--- config.mk ---
export PLATFORM = sky130hd
export DESIGN_NAME = csr_unit
export DESIGN_NICKNAME = d
export VERILOG_FILES = /design/src/rtl/csr_unit.sv
export SDC_FILE = /design/constraint.sdc
export NUM_CORES = 2
export LEC_CHECK = 0
export CORE_UTILIZATION = 39
export CTS_CLUSTER_SIZE = 25
export DETAILED_ROUTE_END_ITERATION = 16
export PLACE_DENSITY = 0.57
export SLEW_MARGIN = 30
export SYNTH_ARGS = -nofsm -noshare
export SYNTH_HDL_FRONTEND = slang
export SYNTH_SLANG_ARGS = --single-unit
--- constraint.sdc ---
create_clock -name clk -period 3.8 [get_ports clk]
set_clock_uncertainty 0.1 [all_clocks]
set_input_delay 0.38 -clock clk [delete_from_list [all_inputs] [get_ports clk]]
set_output_delay 0.38 -clock clk [all_outputs]
set_load 0.005 [all_outputs]
--- src/rtl/csr_unit.sv ---
// Machine-mode CSR file: trap/mret state, vectored mtvec, counters with event select,
// sampled interrupt lines and a fixed-priority interrupt request.
module csr_unit #(
  parameter int unsigned NUM_HPM    = 4,
  parameter int unsigned CNT_W      = 64,
  parameter int unsigned NUM_EVENTS = 8,
  parameter bit          VECTORED   = 1'b1,
  parameter logic [31:0] HART_ID    = 32'h0
) (
  input  logic                  clk,
  input  logic                  rst_n,
  input  logic [11:0]           read_address,
  output logic [31:0]           read_data,
  output logic                  readable,
  output logic                  writeable,
  input  logic                  write_enable,
  input  logic [11:0]           write_address,
  input  logic [31:0]           write_data,
  input  logic                  retired,
  input  logic                  traped,
  input  logic                  mret,
  input  logic [31:0]           ecp,
  input  logic [3:0]            trap_cause,
  input  logic                  interupt,
  input  logic [31:0]           trap_value,
  input  logic [NUM_EVENTS-1:0] events,
  input  logic                  ext_irq,
  input  logic                  timer_irq,
  input  logic                  sw_irq,
  output logic                  irq_pending,
  output logic [3:0]            irq_cause,
  output logic [31:0]           trap_vector,
  output logic [31:0]           mret_vector
);
  localparam int unsigned HpmN    = (NUM_HPM > 0) ? NUM_HPM : 1;
  localparam int unsigned HiW     = CNT_W - 32;
  localparam logic [31:0] InhMask = 32'h5 | (((32'h1 << NUM_HPM) - 32'h1) << 3);

  logic             mie_q, mie_d, mpie_q, mpie_d;
  logic [2:0]       ie_q, ie_d, ip_q, ip_d;  // {external, timer, software}
  logic [29:0]      tvec_base_q, tvec_base_d;
  logic             tvec_mode_q, tvec_mode_d;
  logic [31:0]      mscratch_q, mscratch_d, mepc_q, mepc_d;
  logic [31:0]      mcause_q, mcause_d, mtval_q, mtval_d, inhibit_q, inhibit_d;
  logic [CNT_W-1:0] cycle_q, cycle_d, instret_q, instret_d;
  logic [CNT_W-1:0] hpm_q [HpmN];
  logic [CNT_W-1:0] hpm_d [HpmN];
  logic [4:0]       evt_q [HpmN];
  logic [4:0]       evt_d [HpmN];
  logic [31:0]      ev_ext;
  logic [2:0]       pend;
  logic             hpm_hi;
  logic [1:0]       unused_ecp;

  assign unused_ecp = ecp[1:0];
  // Bit 31 is always 0 (NUM_EVENTS <= 31), so event id 0 maps onto it and never counts.
  assign ev_ext     = 32'(events);

  always_comb begin
    mie_d       = mie_q;
    mpie_d      = mpie_q;
    ie_d        = ie_q;
    ip_d        = {ext_irq, timer_irq, sw_irq};
    tvec_base_d = tvec_base_q;
    tvec_mode_d = tvec_mode_q;
    mscratch_d  = mscratch_q;
    mepc_d      = mepc_q;
    mcause_d    = mcause_q;
    mtval_d     = mtval_q;
    inhibit_d   = inhibit_q;
    cycle_d     = cycle_q + CNT_W'(!inhibit_q[0]);
    instret_d   = instret_q + CNT_W'(retired && !inhibit_q[2]);
    for (int i = 0; i < HpmN; i++) begin
      hpm_d[i] = hpm_q[i];
      evt_d[i] = evt_q[i];
    end
    for (int i = 0; i < NUM_HPM; i++) begin
      hpm_d[i] = hpm_q[i] +
                 CNT_W'(ev_ext[evt_q[i] - 5'd1] && (evt_q[i] != 5'd0) && !inhibit_q[3+i]);
    end
    if (write_enable) begin
      case (write_address)
        12'h300: begin
          mie_d  = write_data[3];
          mpie_d = write_data[7];
        end
        12'h304: ie_d = {write_data[11], write_data[7], write_data[3]};
        12'h305: begin
          tvec_base_d = write_data[31:2];
          tvec_mode_d = VECTORED && (write_data[1:0] == 2'b01);
        end
        12'h320: inhibit_d  = write_data & InhMask;
        12'h340: mscratch_d = write_data;
        12'h341: mepc_d     = {write_data[31:2], 2'b00};
        12'h342: mcause_d   = write_data;
        12'h343: mtval_d    = write_data;
        12'hB00: cycle_d    = {cycle_q[CNT_W-1:32], write_data};
        12'hB80: cycle_d    = {write_data[HiW-1:0], cycle_q[31:0]};
        12'hB02: instret_d  = {instret_q[CNT_W-1:32], write_data};
        12'hB82: instret_d  = {write_data[HiW-1:0], instret_q[31:0]};
        default: ;
      endcase
      for (int i = 0; i < NUM_HPM; i++) begin
        if (write_address == 12'hB03 + 12'(i)) hpm_d[i] = {hpm_q[i][CNT_W-1:32], write_data};
        if (write_address == 12'hB83 + 12'(i)) hpm_d[i] = {write_data[HiW-1:0], hpm_q[i][31:0]};
        if (write_address == 12'h323 + 12'(i)) evt_d[i] = write_data[4:0];
      end
    end
    // Trap and mret take precedence over a same-cycle CSR write.
    if (traped) begin
      mpie_d   = mie_q;
      mie_d    = 1'b0;
      mepc_d   = {ecp[31:2], 2'b00};
      mcause_d = {interupt, 27'b0, trap_cause};
      mtval_d  = trap_value;
    end else if (mret) begin
      mie_d  = mpie_q;
      mpie_d = 1'b1;
    end
  end

  always_ff @(posedge clk or negedge rst_n) begin
    if (!rst_n) begin
      mie_q       <= 1'b0;
      mpie_q      <= 1'b0;
      ie_q        <= '0;
      ip_q        <= '0;
      tvec_base_q <= '0;
      tvec_mode_q <= 1'b0;
      mscratch_q  <= '0;
      mepc_q      <= '0;
      mcause_q    <= '0;
      mtval_q     <= '0;
      inhibit_q   <= '0;
      cycle_q     <= '0;
      instret_q   <= '0;
      for (int i = 0; i < HpmN; i++) begin
        hpm_q[i] <= '0;
        evt_q[i] <= '0;
      end
    end else begin
      mie_q       <= mie_d;
      mpie_q      <= mpie_d;
      ie_q        <= ie_d;
      ip_q        <= ip_d;
      tvec_base_q <= tvec_base_d;
      tvec_mode_q <= tvec_mode_d;
      mscratch_q  <= mscratch_d;
      mepc_q      <= mepc_d;
      mcause_q    <= mcause_d;
      mtval_q     <= mtval_d;
      inhibit_q   <= inhibit_d;
      cycle_q     <= cycle_d;
      instret_q   <= instret_d;
      for (int i = 0; i < HpmN; i++) begin
        hpm_q[i] <= hpm_d[i];
        evt_q[i] <= evt_d[i];
      end
    end
  end

  assign hpm_hi = read_address[7];

  always_comb begin
    read_data = '0;
    readable  = 1'b0;
    writeable = 1'b0;
    case (read_address)
      12'h300: begin
        read_data[3] = mie_q;
        read_data[7] = mpie_q;
        readable     = 1'b1;
        writeable    = 1'b1;
      end
      12'h301: begin read_data = 32'h4000_0100; readable = 1'b1; writeable = 1'b1; end
      12'h304: begin
        read_data[11] = ie_q[2];
        read_data[7]  = ie_q[1];
        read_data[3]  = ie_q[0];
        readable      = 1'b1;
        writeable     = 1'b1;
      end
      12'h305: begin read_data = {tvec_base_q, 1'b0, tvec_mode_q}; readable = 1'b1; writeable = 1'b1; end
      12'h320: begin read_data = inhibit_q;  readable = 1'b1; writeable = 1'b1; end
      12'h340: begin read_data = mscratch_q; readable = 1'b1; writeable = 1'b1; end
      12'h341: begin read_data = mepc_q;     readable = 1'b1; writeable = 1'b1; end
      12'h342: begin read_data = mcause_q;   readable = 1'b1; writeable = 1'b1; end
      12'h343: begin read_data = mtval_q;    readable = 1'b1; writeable = 1'b1; end
      12'h344: begin
        read_data[11] = ip_q[2];
        read_data[7]  = ip_q[1];
        read_data[3]  = ip_q[0];
        readable      = 1'b1;
        writeable     = 1'b1;
      end
      12'hB00, 12'hC00: read_data = cycle_q[31:0];
      12'hB80, 12'hC80: read_data = 32'(cycle_q >> 32);
      12'hB02, 12'hC02: read_data = instret_q[31:0];
      12'hB82, 12'hC82: read_data = 32'(instret_q >> 32);
      12'hF11, 12'hF12, 12'hF13: readable = 1'b1;
      12'hF14: begin read_data = HART_ID; readable = 1'b1; end
      default: ;
    endcase
    if (read_address[11:8] inside {4'hB, 4'hC} && read_address[6:0] inside {7'h00, 7'h02}) begin
      readable  = 1'b1;
      writeable = (read_address[11:8] == 4'hB);
    end
    // hpm counter windows 0xB03..0xB1F / 0xB83..0xB9F and their 0xCxx shadows.
    if (read_address[11:8] inside {4'hB, 4'hC} && read_address[6:5] == 2'b00 &&
        read_address[4:0] >= 5'd3) begin
      readable  = 1'b1;
      writeable = (read_address[11:8] == 4'hB);
      for (int i = 0; i < NUM_HPM; i++) begin
        if (read_address[4:0] == 5'(i + 3)) begin
          read_data = hpm_hi ? 32'(hpm_q[i] >> 32) : hpm_q[i][31:0];
        end
      end
    end
    if (read_address[11:5] == 7'b0011001 && read_address[4:0] >= 5'd3) begin
      readable  = 1'b1;
      writeable = 1'b1;
      for (int i = 0; i < NUM_HPM; i++) begin
        if (read_address[4:0] == 5'(i + 3)) read_data = 32'(evt_q[i]);
      end
    end
  end

  assign pend        = {3{mie_q}} & ie_q & ip_q;
  assign irq_pending = |pend;
  assign irq_cause   = pend[2] ? 4'd11 : pend[0] ? 4'd3 : pend[1] ? 4'd7 : 4'd0;
  assign trap_vector = {tvec_base_q, 2'b00} +
                       ((tvec_mode_q && interupt) ? {26'b0, trap_cause, 2'b00} : 32'b0);
  assign mret_vector = mepc_q;

endmodule
==> flow_summary.json <==
{
  "drtIter0Drc": 6448,
  "hold_path_depth": 1,
  "p_switching_mw": 4.54,
  "top_layer": "met5",
  "max_freq_mhz": 265,
  "relSlewSlack_pct": 24.7,
  "p_int_mw": 11.3,
  "grt_pass1_vias": 40800,
  "synth_top_area_share_pct": 36.3,
  "met1_length_um": 83300,
  "layout.nets": 5350,
  "path_max_fanout": 12,
  "routed_wl_um": 211000,
  "clock_path_buffers": 3,
  "insertion_delay_ps": 690,
  "clkTransAtPathRegs_ps": 50,
  "dp_hpwl_um": 150000,
  "finalPower_mw": 15.8,
  "yosysSeqAreaShare_pct": 36.3,
  "rrSetupSlack_ps": 130,
  "syn_to_final_growth_pct": 25.1,
  "grt_max_degree": 104,
  "synth_warnings": 0,
  "synth_edf_count": 0,
  "seqPwrFrac_pct": 41.9,
  "hold_ws_ps": 53.2,
  "leakagePower_nw": 20.7,
  "clockRootBuffer": "clkbuf_16",
  "avgViaCountPerCell": 6.74,
  "syn_area_per_cell_um2": 8.34,
  "ys_top_cells_by_area": "dfrtp_1 36%, mux2i_1 6.3%, nand2_1 5.0%",
  "grt_pass1_wl_um": 300000,
  "worstSetupPathType": "input pin to output port",
  "dieWidth_um": 321,
  "post-route-period-util_pct": 99.4,
  "netlist_area_um2": 39600,
  "dpl_worst_slack_ps": -264,
  "cp.arrival_ps": 3300,
  "synth_area_leader_cell": "dfrtp_1",
  "grt_overflow": 0,
  "placedInstanceArea_um2": 46600,
  "drive_gt1_share_pct": 16.9,
  "start_kind": "input pin",
  "peakVddDrop_mv": 0.288,
  "wl_met3_um": 23100,
  "die_h_um": 321,
  "cts_tree": "yes",
  "grt_setup_unrepaired": "yes",
  "r2r_end": "hpm_q[104]",
  "synth_cells": 4752,
  "pwr-share-comb_pct": 10.5,
  "hold_viol": 0,
  "fin_crit_ps": 3780,
  "first_pass_iters": 8,
  "grt_util_all_layers_pct": 39.9,
  "reg2reg_depth": 18,
  "std_cell_rows": 116,
  "p_sw_share_pct": 28.7,
  "synth_cell_types": 91,
  "vias": 44500,
  "gp_congestion": 1.02,
  "htree_levels": 3,
  "cts_inserted_buffers": 75,
  "clock_power_share_pct": 47.5,
  "die_area_um2": 103000,
  "start_util_pct": 39.5,
  "worst_slew_pin_slew_ps": 1130,
  "hold_path_startpoint": "sw_irq",
  "rr_startpoint": "evt_q[6]",
  "final_cell_area_um2": 49600,
  "coreArea_um2": 100000,
  "ys.flop_type": "dfrtp_1",
  "async_flop_share_pct": 100,
  "antenna_found_initial": 15,
  "min_delay_worst_endpoint": "ip_q[0]",
  "drcViolationCount": 0,
  "route.met2.wl_um": 89000,
  "wl_per_cell_um": 31.9,
  "maxCapViolations": 0,
  "maxSlewViolCount": 0,
  "critPathRequiredTime_ps": 3320,
  "p_per_area_nw_per_um2": 318,
  "status": "completed",
  "endpoint_kind": "output port",
  "drt.antenna.violating_nets": 0,
  "pin_count": 245,
  "synth-seq-cells": 575,
  "io_buffers": 238,
  "cts.sinks": 575,
  "worst_slack_ps": 24.0,
  "finalSetupViolations": 0,
  "worstHoldPathType": "input pin to flip-flop"
}
timing repair:
| action | 4_1_cts | 5_1_grt |
|---|---|---|
| setup endpoints to repair | 46 | 111 |
| buffers inserted | 3 | 10 |
| hold endpoints to repair | 50 | 0 |
| cloned | 0 | 1 |
| pin swaps | 9 | 19 |
| resized for setup | 30 | 67 |
| hold buffers | 1 | 0 |
placed cells by master, fill, tap and decap left out, types with 20 or more instances in the layout:
| master | count |
|---|---|
| a221o_1 | 40 |
| nand3_1 | 251 |
| a311oi_1 | 22 |
| buf_4 | 478 |
| a221oi_1 | 39 |
| nor4_1 | 64 |
| o211ai_1 | 27 |
| nor3b_1 | 24 |
| nor3_1 | 170 |
| o311ai_0 | 20 |
| a222oi_1 | 37 |
| o21ai_0 | 287 |
| clkdlybuf4s50_1 | 204 |
| a22oi_1 | 117 |
| clkbuf_16 | 76 |
| or3_1 | 30 |
| dfrtp_1 | 574 |
| mux2i_1 | 248 |
| and3_1 | 108 |
| a211oi_1 | 61 |
| o22ai_1 | 205 |
| a31oi_1 | 40 |
| and2_1 | 27 |
| nand2_1 | 525 |
| nor2_1 | 292 |
| inv_1 | 54 |
| and4_1 | 38 |
| nand4_1 | 167 |
| nor3_2 | 26 |
| buf_12 | 42 |
| xor2_1 | 34 |
| a21oi_1 | 260 |
| nand2b_1 | 22 |
| xnor2_1 | 50 |
| mux2_2 | 97 |
worst max-delay path by stage:
stage,start,to,cells after the start
after floorplan,evt_q[5],hpm_q[106],16
after global placement,read_address[10],read_data[2],10
after detailed placement,read_address[10],read_data[2],10
after CTS,tvec_mode_q,trap_vector[14],11
after global routing,evt_q[6],hpm_q[104],18
final,read_address[10],read_data[15],9
synth_stat cells, drive strengths merged (34+ instances only):
| master | instances |
|---|---|
| dfrtp | 575 |
| nand2 | 526 |
| clkbuf | 345 |
| nor2 | 304 |
| o21ai | 294 |
| a21oi | 262 |
| nand3 | 257 |
| mux2i | 248 |
| o22ai | 206 |
| nor3 | 197 |
| nand4 | 167 |
| a22oi | 117 |
| and3 | 109 |
| mux2 | 97 |
| nor4 | 84 |
| a211oi | 61 |
| buf | 60 |
| inv | 57 |
| xnor2 | 51 |
| a221oi | 41 |
| a221o | 40 |
| a31oi | 40 |
| and4 | 38 |
| a222oi | 37 |
| xor2 | 34 |
power groups by stage:
| stage | clock network, mW | registers (mW) | logic (mW) |
|---|---|---|---|
| 2_1_floorplan | 0 | 6.55 | 0.733 |
| 3_3_place_gp | 0 | 6.71 | 1.59 |
| 3_5_place_dp | 0 | 6.71 | 1.61 |
| 4_1_cts | 7.53 | 6.60 | 1.62 |
| 5_1_grt | 7.76 | 6.63 | 1.74 |
| 6_report | 7.51 | 6.62 | 1.66 |
metrics by stage:
step / std cells / TNS, ps / util, %
final: 6602 / 0 / 49.4
after global routing: 6596 / -79.3 / 49.4
after CTS: 6585 / -7.96 / 49.0
after detailed placement: 6452 / -2710 / 46.4
after global placement: 6452 / -2170 / 46.4
after floorplan: 4755 / 0 / -
critical path: stages:
cell	delay (ps)
clkdlybuf4s50_1	480
or3b_4	410
a2111oi_4	470
buf_4	260
clkbuf_16	190
o21ai_0	180
buf_4	230
nand4_1	170
clkdlybuf4s50_1	530
cell families after synthesis:
logic type	synth area share, %
compound gates	23.0
xor+xnor	1.88
fa+ha+maj	0.682
buf+inv	4.51
flops	36.3
mux	9.64
other cells	0.00946
simple gates	24.0
cell type report:
cell class              instances  area, um2
diodes                          6       15.0
clock buffers                 103       2080
clock inverters                26        384
fillers                      9764      50800
inverters                      58        218
multi-input cells            3717      24000
flip-flops and latches        575      14400
well taps                    1357       1700
repair buffers                760       6830
flip-flops by register name, summed over array words and instances, names as in the netlist:
name,flops
tvec_base_q,30
ie_q,3
mcause_q,32
mtval_q,32
mret_vector,30
mie_q,1
hpm_q,256
mpie_q,1
inhibit_q,6
ip_q,3
instret_q,64
mscratch_q,32
cycle_q,64
evt_q,20
tvec_mode_q,1
routing by layer:
metal  vias up  GRT usage [%]
met2      2785           59.0
met5         -              0
li1      19100              -
met1     22000           52.8
met4        10           24.1
met3       624           9.61
Note: power is estimated with default switching activity, not from simulation.
